**src/rtl/bus_apb_pkg.sv**
```systemverilog
`default_nettype none
// ============================================================================
// Module   : bus_apb_pkg
// Brief    : Shared types and helpers for the simple-bus to APB bridge.
// Revision : 1.0
// ============================================================================
package bus_apb_pkg;

  localparam logic [1:0] c_ST_IDLE   = 2'd0;
  localparam logic [1:0] c_ST_SETUP  = 2'd1;
  localparam logic [1:0] c_ST_ACCESS = 2'd2;
  localparam logic [1:0] c_ST_RESP   = 2'd3;

  typedef enum logic [1:0] {
    IDLE   = c_ST_IDLE,
    SETUP  = c_ST_SETUP,
    ACCESS = c_ST_ACCESS,
    RESP   = c_ST_RESP
  } apb_state_e;

  // Completer index width; never narrower than one bit.
  function automatic int sel_width(input int n);
    return (n <= 2) ? 1 : $clog2(n);
  endfunction

endpackage
`default_nettype wire

```
**src/rtl/bus_apb_timeout.sv**
```systemverilog
`default_nettype none
// ============================================================================
// Module   : bus_apb_timeout
// Brief    : Saturating ACCESS-phase counter; expired flags the last allowed cycle.
// Revision : 1.0
// ============================================================================
module bus_apb_timeout #(
  parameter int TIMEOUT_CYCLES = 256
) (
  input  logic clk,
  input  logic rst_n,
  input  logic clr,
  input  logic en,
  output logic expired
);

  localparam int CNT_W = (TIMEOUT_CYCLES > 0) ? $clog2(TIMEOUT_CYCLES + 1) : 1;

  generate
    if (TIMEOUT_CYCLES > 0) begin : g_cnt
      localparam logic [CNT_W-1:0] c_MAX  = CNT_W'(TIMEOUT_CYCLES);
      localparam logic [CNT_W-1:0] c_LAST = CNT_W'(TIMEOUT_CYCLES - 1);

      logic [CNT_W-1:0] r_cnt;

      always_ff @(posedge clk or negedge rst_n) begin
        if (!rst_n) begin
          r_cnt <= '0;
        end else if (clr) begin
          r_cnt <= '0;
        end else if (en && (r_cnt != c_MAX)) begin
          r_cnt <= r_cnt + CNT_W'(1);
        end
      end

      // The count lags the cycle number by one, so LAST marks the N-th cycle.
      assign expired = en && (r_cnt >= c_LAST);
    end else begin : g_off
      assign expired = 1'b0;
    end
  endgenerate

endmodule
`default_nettype wire

```
**src/rtl/bus_apb_bridge.sv**
```systemverilog
`default_nettype none
// ============================================================================
// Module   : bus_apb_bridge
// Brief    : Simple on-chip master bus to multi-completer APB bridge.
// Revision : 1.0
// ============================================================================
module bus_apb_bridge
  import bus_apb_pkg::*;
#(
  parameter int ADDR_WIDTH     = 32,
  parameter int DATA_WIDTH     = 32,
  parameter int NUM_SLAVES     = 4,
  parameter int SLV_ADDR_WIDTH = 12,
  parameter int TIMEOUT_CYCLES = 256
) (
  input  logic                             clk,
  input  logic                             rst_n,
  input  logic                             bus_ena,
  input  logic [DATA_WIDTH/8-1:0]          bus_wstb,
  input  logic [ADDR_WIDTH-1:0]            bus_addr,
  input  logic [DATA_WIDTH-1:0]            bus_wdata,
  output logic                             bus_wait,
  output logic [DATA_WIDTH-1:0]            bus_rdata,
  output logic                             bus_slverr,
  output logic [NUM_SLAVES-1:0]            psel,
  output logic                             penable,
  output logic                             pwrite,
  output logic [ADDR_WIDTH-1:0]            paddr,
  output logic [DATA_WIDTH-1:0]            pwdata,
  output logic [DATA_WIDTH/8-1:0]          pstrb,
  input  logic [NUM_SLAVES*DATA_WIDTH-1:0] prdata,
  input  logic [NUM_SLAVES-1:0]            pready,
  input  logic [NUM_SLAVES-1:0]            pslverr
);

  localparam int STRB_W = DATA_WIDTH / 8;
  localparam int SEL_W  = sel_width(NUM_SLAVES);

  apb_state_e            r_state;
  logic [ADDR_WIDTH-1:0] r_addr;
  logic [STRB_W-1:0]     r_wstb;
  logic [DATA_WIDTH-1:0] r_wdata;
  logic [DATA_WIDTH-1:0] r_rdata;
  logic                  r_slverr;
  logic [SEL_W-1:0]      r_idx;

  logic [ADDR_WIDTH-1:0] w_idx_full;
  logic                  w_dec_err;
  logic                  w_in_xfer;
  logic                  w_sel_ready;
  logic                  w_sel_err;
  logic [DATA_WIDTH-1:0] w_sel_rdata;
  logic                  w_expired;

  // Any address bit above the completer window counts toward the index.
  assign w_idx_full  = bus_addr >> SLV_ADDR_WIDTH;
  assign w_dec_err   = (w_idx_full >= ADDR_WIDTH'(NUM_SLAVES));

  assign w_in_xfer   = (r_state == SETUP) || (r_state == ACCESS);
  assign w_sel_ready = pready[r_idx];
  assign w_sel_err   = pslverr[r_idx];
  assign w_sel_rdata = prdata[int'(r_idx)*DATA_WIDTH +: DATA_WIDTH];

  assign psel       = w_in_xfer ? (NUM_SLAVES'(1) << r_idx) : '0;
  assign penable    = (r_state == ACCESS);
  assign pwrite     = |r_wstb;
  assign paddr      = r_addr;
  assign pwdata     = r_wdata;
  assign pstrb      = r_wstb;

  assign bus_wait   = bus_ena & (r_state != RESP);
  assign bus_rdata  = r_rdata;
  assign bus_slverr = r_slverr;

  bus_apb_timeout #(
    .TIMEOUT_CYCLES (TIMEOUT_CYCLES)
  ) u_timeout (
    .clk     (clk),
    .rst_n   (rst_n),
    .clr     (r_state == SETUP),
    .en      (r_state == ACCESS),
    .expired (w_expired)
  );

  always_ff @(posedge clk or negedge rst_n) begin
    if (!rst_n) begin
      r_state  <= IDLE;
      r_addr   <= '0;
      r_wstb   <= '0;
      r_wdata  <= '0;
      r_rdata  <= '0;
      r_slverr <= 1'b0;
      r_idx    <= '0;
    end else begin
      case (r_state)
        IDLE: begin
          if (bus_ena) begin
            r_addr   <= bus_addr;
            r_wstb   <= bus_wstb;
            r_wdata  <= bus_wdata;
            r_idx    <= w_idx_full[SEL_W-1:0];
            r_rdata  <= '0;
            r_slverr <= w_dec_err;
            r_state  <= w_dec_err ? RESP : SETUP;
          end
        end
        SETUP: r_state <= ACCESS;
        ACCESS: begin
          // A ready completer wins over a timeout landing in the same cycle.
          if (w_sel_ready) begin
            r_rdata  <= pwrite ? '0 : w_sel_rdata;
            r_slverr <= w_sel_err;
            r_state  <= RESP;
          end else if (w_expired) begin
            r_rdata  <= '0;
            r_slverr <= 1'b1;
            r_state  <= RESP;
          end
        end
        RESP:    r_state <= IDLE;
        default: r_state <= IDLE;
      endcase
    end
  end

endmodule
`default_nettype wire

```
**config.mk**
```make
export PLATFORM = sky130hd
export DESIGN_NAME = bus_apb_bridge
export DESIGN_NICKNAME = d
export VERILOG_FILES = /design/src/rtl/bus_apb_pkg.sv /design/src/rtl/bus_apb_timeout.sv /design/src/rtl/bus_apb_bridge.sv
export SDC_FILE = /design/constraint.sdc
export NUM_CORES = 1
export LEC_CHECK = 0
export BUFFER_PORTS_ARGS = -buffer_cell sky130_fd_sc_hd__clkbuf_2
export CAP_MARGIN = 20
export CORE_AREA = 2 2 122 124
export CTS_BUF_LIST = sky130_fd_sc_hd__clkbuf_4
export CTS_CLUSTER_DIAMETER = 200
export DETAILED_ROUTE_END_ITERATION = 6
export DIE_AREA = 0 0 124 126
export GPL_ROUTABILITY_DRIVEN = 0
export PLACE_DENSITY_LB_ADDON = 0.1
export REMOVE_ABC_BUFFERS = 1
export SKIP_LAST_GASP = 1
export SLEW_MARGIN = 5
export SYNTH_ARGS = -nofsm -noshare
export SYNTH_HDL_FRONTEND = slang
export SYNTH_SLANG_ARGS = --single-unit
```
**constraint.sdc**
```tcl
create_clock -name clk -period 3 [get_ports clk]
set_input_delay 0.45 -clock clk [delete_from_list [all_inputs] [get_ports clk]]
set_output_delay 0.45 -clock clk [all_outputs]
set_load 0.01 [all_outputs]
```
==> run_results.csv, run 1 <==
group,metric,value,unit
yosys,yosys_warnings,0,
yosys,synth_top_family_by_area,"multiplexers",
yosys,synthFlopType,"dfrtp_1",
power,p_comb_share,50.1,%
critical_path,end_kind,"register",
timing,setup-tns-final,0,ps
clock_tree,numCtsBuffers,9,
routing,routed_wl,14900,um
finish,syn_to_final_growth,35.0,%
power,ir_drop,0.510,mV
timing,fmax,0.387,GHz
timing,layout_setup_ws,419,ps
routing,drc,0,
finish,n_fill_cell,1316,
floorplanning,dieArea,15600,sq um
floorplanning,ios,315,
routing,num_vias,4347,
clock_tree,cts_setup_buffers,0,
yosys,yosys_register_bits,112,
yosys,synth_top_cell_area_share,50.3,%
global_route,overflow,0,
global_route,grt_max_degree,69,
yosys,synth.distinct_cells,39,
finish,nets,910,
yosys,syn_area_per_cell,14.5,sq um
yosys,ys_seq_area_share,50.3,%
timing,report.final.slew_viol_count,0,
clock_tree,postCtsHoldBufs,0,
yosys,synth_most_common_cell,"dfrtp_1",
routing,via_per_inst,4.92,
yosys,synthArstFlopShare,100,%
power,seq_power_share,36.7,%
floorplanning,design.core.area,14300,sq um
timing,setup_viol,0,
power,p_int,4.11,mW
timing,period_minus_slack,2580,ps
floorplanning,die_h,126,um
clock_tree,cts_resized,0,
clock_tree,clk_path_buf_depth,2,
critical_path,critPathTopFamily,"simple AND/OR/NAND/NOR gates",
routing,antenna_left,0,
timing,rsz0062_at_grt,"no",
yosys,synthTopCellsByCount,"dfrtp_1 (112), mux2_2 (74), nor2b_1 (36)",
yosys,synthCells,384,
critical_path,crit_arrival,2940,ps
hold_path,hold_path.class,"input pin to async pin",
power,p_leak,3.88,nW
floorplanning,start_util,38.9,%
critical_path,required,3350,ps
clock_tree,clockRootBuffer,"clkbuf_4",
critical_path,crit_slowest_cell,"or3b_2",
critical_path,worstPathBufferInverterCount,1,
floorplanning,rows,44,
global_route,antenna_found_initial,0,
placement,dp_slack,439,ps
yosys,synth_edf_count,0,
yosys,synthMuxAreaShare,34.7,%
yosys,synth-xor-area-share,0.943,%
critical_path,crit_type,"register to register",
placement,portBuffers,314,
global_route,first_global_vias,4686,
finish,final_layout_size_suffix_gt1_share,64.7,%
timing,timing.final.hold_violations,0,
power,powerDensity,856,nW/um^2
critical_path,startpoint_type,"register",
critical_path,cp_cell_sequence,"and4_1 -> nand2_1 -> nor2_1 -> ha_1 -> or3b_2 -> a311oi_2 -> a21oi_4 -> buf_12 -> mux2_1",
yosys,synth_top_area_cell,"dfrtp_1",
yosys,synth-compound-area-share,1.50,%
clock_tree,cts_tree,"yes",
timing,tightest_slew,881,ps
outcome,status,"completed",
power,pwr-share-clk,13.2,%
power,netSwitchingFraction,36.1,%
yosys,synth_adder_area_share,1.80,%
placement,dp_hpwl,12000,um
routing,drt_first_iter_violations,122,
finish,antenna_cells,0,
routing,drt-pass1-iter-count,4,
routing,route.detailed.wl_per_inst,16.9,um
floorplanning,die_w,124,um
yosys,synth-simple-area-share,8.19,%
yosys,ys_top_cells_by_area,"dfrtp_1 (50%), mux2_2 (15%), mux4_2 (14%)",
clock_tree,h-tree-depth,3,
timing,fin_hold_ws,26.3,ps
yosys,netlist_area,5570,sq um
job,drv_cap,0,
clock_tree,clk_pin_slew,160,ps
global_route,gr-usage-all-layers,20.0,%
critical_path,cp_max_fo,30,
clock_tree,cts.sinks,112,
critical_path,max_stage_delay,470,ps
finish,seq_area,2800,sq um
clock_tree,clk_latency,470,ps
timing,finalCritPeriodShare,86.0,%
power,p_sw,2.33,mW
timing,clock-skew-final,20.7,ps
global_route,grt_pass1_wl,23700,um
finish,multiInputGateArea,2640,sq um
timing,relSlewSlack,41.2,%
## path summary, 6_finish.rpt
kind                                                from            end  slack, ps  depth (start not counted)
worst max-delay path            u_timeout.g_cnt.r_cnt[2]  bus_rdata[24]        420                          9
worst min-delay path                               rst_n  bus_rdata[10]         30                          1
worst max register to register  u_timeout.g_cnt.r_cnt[2]  bus_rdata[24]        420                          9
worst min register to register             bus_rdata[30]  bus_rdata[30]        510                          1
max in group asynchronous                          rst_n     pwdata[19]       2140                          2
min in group clk                             bus_addr[7]       paddr[7]        190                          2
## per-stage QoR
| step | instances | power, mW | utilization (%) | cell area (sq um) |
|---|---|---|---|---|
| finish | 884 | 6.44 | 52.6 | 7520 |
| global route | 884 | 6.91 | 52.6 | 7520 |
| global placement | 868 | 5.61 | 51.4 | 7360 |
| floorplan | 361 | 4.45 | - | 5460 |
| CTS | 884 | 6.55 | 52.6 | 7520 |
| detailed placement | 868 | 5.68 | 51.4 | 7360 |
## flip-flops by register name (all words and copies together) (netlist names)
signal                 cells
pwdata                    32
r_state                    2
paddr                     32
pstrb                      4
u_timeout.g_cnt.r_cnt      9
bus_rdata                 32
bus_slverr                 1
## worst register-to-register path, delay by kind of cell, from the launching register on
family	cells	cell delay, ps
AOI/OAI and AO/OA	2	430
buffers and inverters	1	200
muxes	1	330
DFF	1	460
adders and majority gates	1	160
and+or+nand+nor	4	890
## metal layers
metal | vias up | GRT usage, % | share of wire (%)
li1 | 2030 | - | -
met1 | 2127 | 22.8 | 37
met2 | 164 | 35.1 | 53
met3 | 26 | 7.29 | 7.8
met4 | 0 | 5.42 | 2.1
met5 | - | 0 | 0
## cells in the final DEF (no fill, tap or decap), types with 8 or more instances in the layout
| cell | n |
|---|---|
| clkbuf_2 | 313 |
| dfrtp_1 | 111 |
| mux2_2 | 74 |
| nor2b_1 | 36 |
| mux4_2 | 34 |
| mux2_1 | 28 |
| nor2_1 | 13 |
| clkbuf_4 | 10 |
| buf_4 | 9 |
| inv_1 | 8 |
| ha_1 | 8 |
## power groups by stage
stage | logic [mW] | clock network, mW | registers [mW]
global placement | 3.24 | 0 | 2.37
finish | 3.22 | 0.851 | 2.36
floorplan | 1.67 | 0 | 2.78
CTS | 3.29 | 0.890 | 2.37
detailed placement | 3.29 | 0 | 2.40
global route | 3.51 | 0.956 | 2.45
## cells by family after synthesis
logic type,count (synthesis)
compound gates,11
xor+xnor,6
fa+ha+maj,8
buf+inv,31
flops,112
mux,138
simple gates,78
## cell type report
type                    count  share of cell area, %
flip-flops and latches    112                   37.3
multi-input cells         241                   35.1
repair buffers            323                   22.0
well taps                 184                   3.06
clock inverters             6                   1.21
clock buffers              10                  0.998
inverters                   8                  0.399
No activity file was read; power rests on OpenSTA's default activity.
==> run 2: changes to the inputs <==
==> constraint.sdc (replaced) <==
create_clock -name clk -period 3 [get_ports clk]
set_input_delay 0.9 -clock clk [delete_from_list [all_inputs] [get_ports clk]]
set_output_delay 0.9 -clock clk [all_outputs]
set_load 0.01 [all_outputs]
==> run 2 against run 1 <==
Sequential cell count unchanged; non-clock buffer count unchanged; critical path depth decreased by 5; register-to-register slack got worse by 90 ps; clock skew about the same; sequential share of layout area increased by 0.17 points; maximum frequency decreased by 3.5%; largest cell class unchanged; first-iteration DRC count increased by 24%; global-route usage decreased by 0.20 points; sequential power about the same; clock power decreased by 19%; largest power group unchanged; cell count unchanged.
==> run_results.csv, run 2 (synthesized netlist as in run 1, its figures left out) <==
group,metric,value,unit
outcome,status,"completed",
job,drv_cap,0,
finish,layout_commonest_cell,"clkbuf_2",
critical_path,startpoint_type,"register",
clock_tree,cts.sinks,112,
finish,seq_area,2800,sq um
global_route,gr-usage-all-layers,19.8,%
critical_path,reg2reg_setup_slack,330,ps
global_route,first_global_vias,4732,
floorplanning,ios,315,
timing,fmax,0.374,GHz
placement,dp_slack,274,ps
clock_tree,clockRootBuffer,"clkbuf_4",
routing,routed_wl,14700,um
timing,timing.final.hold_violations,0,
timing,finalCritPeriodShare,89.1,%
timing,period_minus_slack,2670,ps
timing,rsz0062_at_grt,"no",
routing,drc,0,
clock_tree,cts_resized,0,
finish,final_cell_mix,"clkbuf_2 (313), dfrtp_1 (111), mux2_2 (74), nor2b_1 (36), mux4_2 (34)",
timing,layout_setup_ws,326,ps
clock_tree,clk_path_buf_depth,2,
clock_tree,cts_tree,"yes",
finish,fin_util,52.3,%
placement,placed_area,7370,sq um
global_route,overflow,0,
critical_path,cp_max_fo,5,
critical_path,end_kind,"output pin",
routing,drt-pass1-iter-count,4,
power,p_leak,3.87,nW
routing,num_vias,4386,
power,powerDensity,834,nW/um^2
clock_tree,h-tree-depth,3,
placement,dp_hpwl,11900,um
finish,final_cells,884,
timing,tightest_slew,615,ps
critical_path,crit_type,"register to output pin",
placement,place_inst,868,
routing,route.detailed.wl_per_inst,16.7,um
clock_tree,postCtsHoldBufs,0,
finish,final_layout_size_suffix_gt1_share,64.7,%
floorplanning,design.core.area,14300,sq um
placement,portBuffers,314,
critical_path,max_stage_delay,420,ps
clock_tree,clk_latency,480,ps
hold_path,hold_path.class,"input pin to async pin",
clock_tree,clk_pin_slew,180,ps
critical_path,required,2100,ps
critical_path,cp_cell_sequence,"inv_1 -> ha_1 -> nor3b_1 -> clkbuf_2",
floorplanning,start_util,38.9,%
timing,fin_hold_ws,401,ps
routing,antenna_left,0,
floorplanning,die_w,124,um
global_route,grt_pass1_wl,23600,um
timing,clock-skew-final,20.2,ps
finish,nets,910,
global_route,antenna_found_initial,0,
clock_tree,cts_setup_buffers,0,
routing,via_per_inst,4.96,
floorplanning,dieArea,15600,sq um
floorplanning,die_h,126,um
global_route,grt_max_degree,69,
timing,relSlewSlack,59.0,%
critical_path,crit_slowest_cell,"dfrtp_1",
floorplanning,rows,44,
clock_tree,numCtsBuffers,9,
critical_path,crit_arrival,1770,ps
finish,final_area,7490,sq um
timing,report.final.slew_viol_count,0,
finish,multiInputGateArea,2640,sq um
finish,antenna_cells,0,
finish,syn_to_final_growth,34.4,%
routing,drt_first_iter_violations,151,
finish,n_fill_cell,1308,
timing,setup_viol,0,
power,ir_drop,0.550,mV
-- run 2: critical path: cells and delay by family (launching register included) --
kind | cells | cell delay (ps)
DFF | 1 | 420
adders and majority gates | 1 | 380
buffers and inverters | 2 | 280
and+or+nand+nor | 1 | 220
-- run 2: routing by layer --
metal / track usage, % / share of wire, % / vias up / wire length, um
li1: - / - / 2033 / -
met1: 21.4 / 35 / 2166 / 5190
met2: 35.4 / 54 / 163 / 7940
met3: 7.93 / 8.6 / 24 / 1270
met4: 5.75 / 2.4 / 0 / 357
met5: 0 / 0 / - / 0
-- run 2: path summary, 6_finish.rpt --
check,from,end,cells after the start
min in group clk,bus_rdata[29],bus_rdata[29],1
max in group asynchronous,rst_n,bus_rdata[30],2
worst max register to register,u_timeout.g_cnt.r_cnt[2],bus_rdata[26],9
worst max-delay path,r_state[0],psel[0],4
worst min register to register,bus_rdata[29],bus_rdata[29],1
worst min-delay path,rst_n,bus_rdata[12],1
-- run 2: area by class of cell --
| class | count | share of cell area [%] |
|---|---|---|
| inverters | 8 | 0.401 |
| clock buffers | 9 | 0.902 |
| well taps | 184 | 3.07 |
| flip-flops and latches | 112 | 37.4 |
| clock inverters | 7 | 0.685 |
| multi-input cells | 241 | 35.2 |
| repair buffers | 323 | 22.3 |
-- run 2: metrics by stage --
step,power (mW),TNS (ps)
floorplan,4.45,-35560
global placement,5.58,0
detailed placement,5.66,0
CTS,6.36,0
global route,6.73,0
finish,6.25,0
-- run 2: where the power goes --
group | leakage, nW | switching (mW) | internal [mW]
Clock | 0.0652 | 0.511 | 0.179
Combinational | 2.39 | 1.49 | 1.69
Sequential | 1.41 | 0.319 | 2.06
Total | 3.87 | 2.32 | 3.93
==> run 3: changes to the inputs <==
--- a/config.mk
+++ b/config.mk
@@ -8,12 +8,12 @@
 export BUFFER_PORTS_ARGS = -buffer_cell sky130_fd_sc_hd__clkbuf_2
 export CAP_MARGIN = 20
 export CORE_AREA = 2 2 122 124
-export CTS_BUF_LIST = sky130_fd_sc_hd__clkbuf_4
+export CTS_BUF_LIST = sky130_fd_sc_hd__clkbuf_4 sky130_fd_sc_hd__clkbuf_8
 export CTS_CLUSTER_DIAMETER = 200
 export DETAILED_ROUTE_END_ITERATION = 6
 export DIE_AREA = 0 0 124 126
 export GPL_ROUTABILITY_DRIVEN = 0
-export PLACE_DENSITY_LB_ADDON = 0.1
+export PLACE_DENSITY = 0.72
 export REMOVE_ABC_BUFFERS = 1
 export SKIP_LAST_GASP = 1
 export SLEW_MARGIN = 5
==> run 3 against run 2 <==
Wire length is 5.6% higher; via count is 2.6% higher; critical endpoint is now bus_rdata[3]; non-clock buffer count is 1 lower; register-to-register slack improved by 130 ps; design area is 1.2% higher; largest power group unchanged; global-route usage up 0.69 points; sequential cell count unchanged; worst setup slack better by 130 ps; core utilization up 0.65 points; clock power increased by 30%; clock-buffer cell count increased by 3; cell count down 0.11%.
==> run_results.csv, run 3 (synthesized netlist as in run 1, its figures left out) <==
group,metric,value,unit
timing,setup_viol,0,
power,p_total,6.55,mW
critical_path,startpoint_type,"register",
finish,final_cell_mix,"clkbuf_2 (313), dfrtp_1 (110), mux2_2 (74), nor2b_1 (36), mux4_2 (34)",
floorplanning,design.core.area,14300,sq um
placement,place_inst,867,
power,pwr-share-clk,13.7,%
timing,setup-tns-final,0,ps
critical_path,r2r_start,"u_timeout.g_cnt.r_cnt[2]",
finish,antenna_cells,0,
job,drv_cap,0,
critical_path,reg2reg_setup_slack,460,ps
power,p_comb_share,49.5,%
timing,tightest_slew,574,ps
clock_tree,clk_pin_slew,110,ps
critical_path,cp-startpoint,"u_timeout.g_cnt.r_cnt[2]",
placement,portBuffers,314,
power,p_sw,2.39,mW
timing,rsz0062_at_grt,"no",
clock_tree,clk_latency,380,ps
clock_tree,postCtsHoldBufs,0,
timing,timing.final.hold_violations,0,
clock_tree,h-tree-depth,3,
critical_path,crit_type,"register to register",
critical_path,end_kind,"register",
hold_path,hold_path.class,"input pin to async pin",
power,ir_drop,0.471,mV
timing,report.final.slew_viol_count,0,
power,netSwitchingFraction,36.5,%
power,seq_power_share,36.8,%
routing,routed_wl,15600,um
routing,route.detailed.wl_per_inst,17.6,um
clock_tree,cts_resized,0,
finish,layout_commonest_cell,"clkbuf_2",
floorplanning,die_w,124,um
floorplanning,ios,315,
global_route,first_global_vias,4909,
critical_path,regToRegEndpoint,"bus_rdata[3]",
global_route,grt_pass1_wl,24400,um
critical_path,required,3270,ps
global_route,overflow,0,
floorplanning,rows,44,
placement,placed_area,7390,sq um
finish,n_fill_cell,1281,
placement,dp_slack,340,ps
critical_path,r2r.worst_path.cells,9,
routing,drc,0,
power,p_int,4.16,mW
global_route,gr-usage-all-layers,20.5,%
timing,fmax,0.393,GHz
timing,relSlewSlack,61.7,%
finish,syn_to_final_growth,36.0,%
finish,final_cells,883,
routing,via_per_inst,5.10,
clock_tree,cts.sinks,112,
floorplanning,start_util,38.9,%
clock_tree,numCtsBuffers,9,
floorplanning,die_h,126,um
clock_tree,clockRootBuffer,"clkbuf_8",
clock_tree,cts_setup_buffers,0,
clock_tree,clk_path_buf_depth,2,
global_route,grt_max_degree,69,
routing,num_vias,4499,
timing,clock-skew-final,9.34,ps
timing,layout_setup_ws,457,ps
floorplanning,dieArea,15600,sq um
finish,nets,909,
power,powerDensity,864,nW/um^2
routing,antenna_left,0,
finish,final_area,7580,sq um
finish,final_layout_size_suffix_gt1_share,64.9,%
critical_path,cp_max_fo,33,
power,p_leak,3.90,nW
critical_path,crit_arrival,2810,ps
placement,dp_hpwl,12300,um
global_route,antenna_found_initial,0,
clock_tree,cts_tree,"yes",
outcome,status,"completed",
timing,period_minus_slack,2540,ps
routing,drt_first_iter_violations,179,
timing,finalCritPeriodShare,84.8,%
routing,drt-pass1-iter-count,4,
## run 3: cell types whose count changed in the layout (fill, tap and decap cells not counted), sizes merged
cell    change
clkbuf      +3
inv         -2
buf         -1
clkinv      -1
## run 3: power by group through the flow
stage | Clock [mW] | Sequential [mW] | Combinational (mW)
2_1_floorplan | 0 | 2.78 | 1.67
3_3_place_gp | 0 | 2.40 | 3.21
3_5_place_dp | 0 | 2.44 | 3.29
4_1_cts | 0.938 | 2.41 | 3.30
5_1_grt | 0.995 | 2.49 | 3.51
6_report | 0.898 | 2.41 | 3.24
## run 3: final cells by class
class                           instances  area [sq um]  area share (%)
Clock inverter                          4          33.8           0.446
Timing Repair Buffer                  322          1680            22.2
Sequential cell                       112          2810            37.0
Multi-Input combinational cell        241          2640            34.8
Tap cell                              184           230            3.04
Inverter                                8          30.0           0.396
Clock buffer                           12           159            2.10
## run 3: worst max-delay path by stage
stage	endpoint	slack, ps	depth (start not counted)
after global routing	psel[0]	330	4
final	bus_rdata[3]	460	9
after detailed placement	bus_rdata[31]	340	6
after CTS	psel[0]	440	4
after floorplan	bus_rdata[0]	-1110	3
after global placement	bus_rdata[15]	400	6
## run 3: worst max-delay path: stages (launching register included)
cell      delay, ps
dfrtp_1         450
and4_1          250
nand2_1         110
nor2_1           60
ha_1            170
or3b_2          470
a311oi_2        320
a21oi_4          60
buf_12          180
mux2_1          330
## run 3: per-stage QoR
| stage | hold slack, ps | util (%) |
|---|---|---|
| final | 492 | 53.0 |
| after global routing | 509 | 53.0 |
| after CTS | 494 | 53.0 |
| after detailed placement | 476 | 51.6 |
| after global placement | 470 | 51.6 |
| after floorplan | 511 | - |
## run 3: metal layers
metal	part of all wire, %	up-vias	GRT usage, %
li1	-	2025	-
met1	38	2270	23.6
met2	54	167	35.9
met3	5.5	37	5.71
met4	2.9	0	7.73
met5	0	-	0
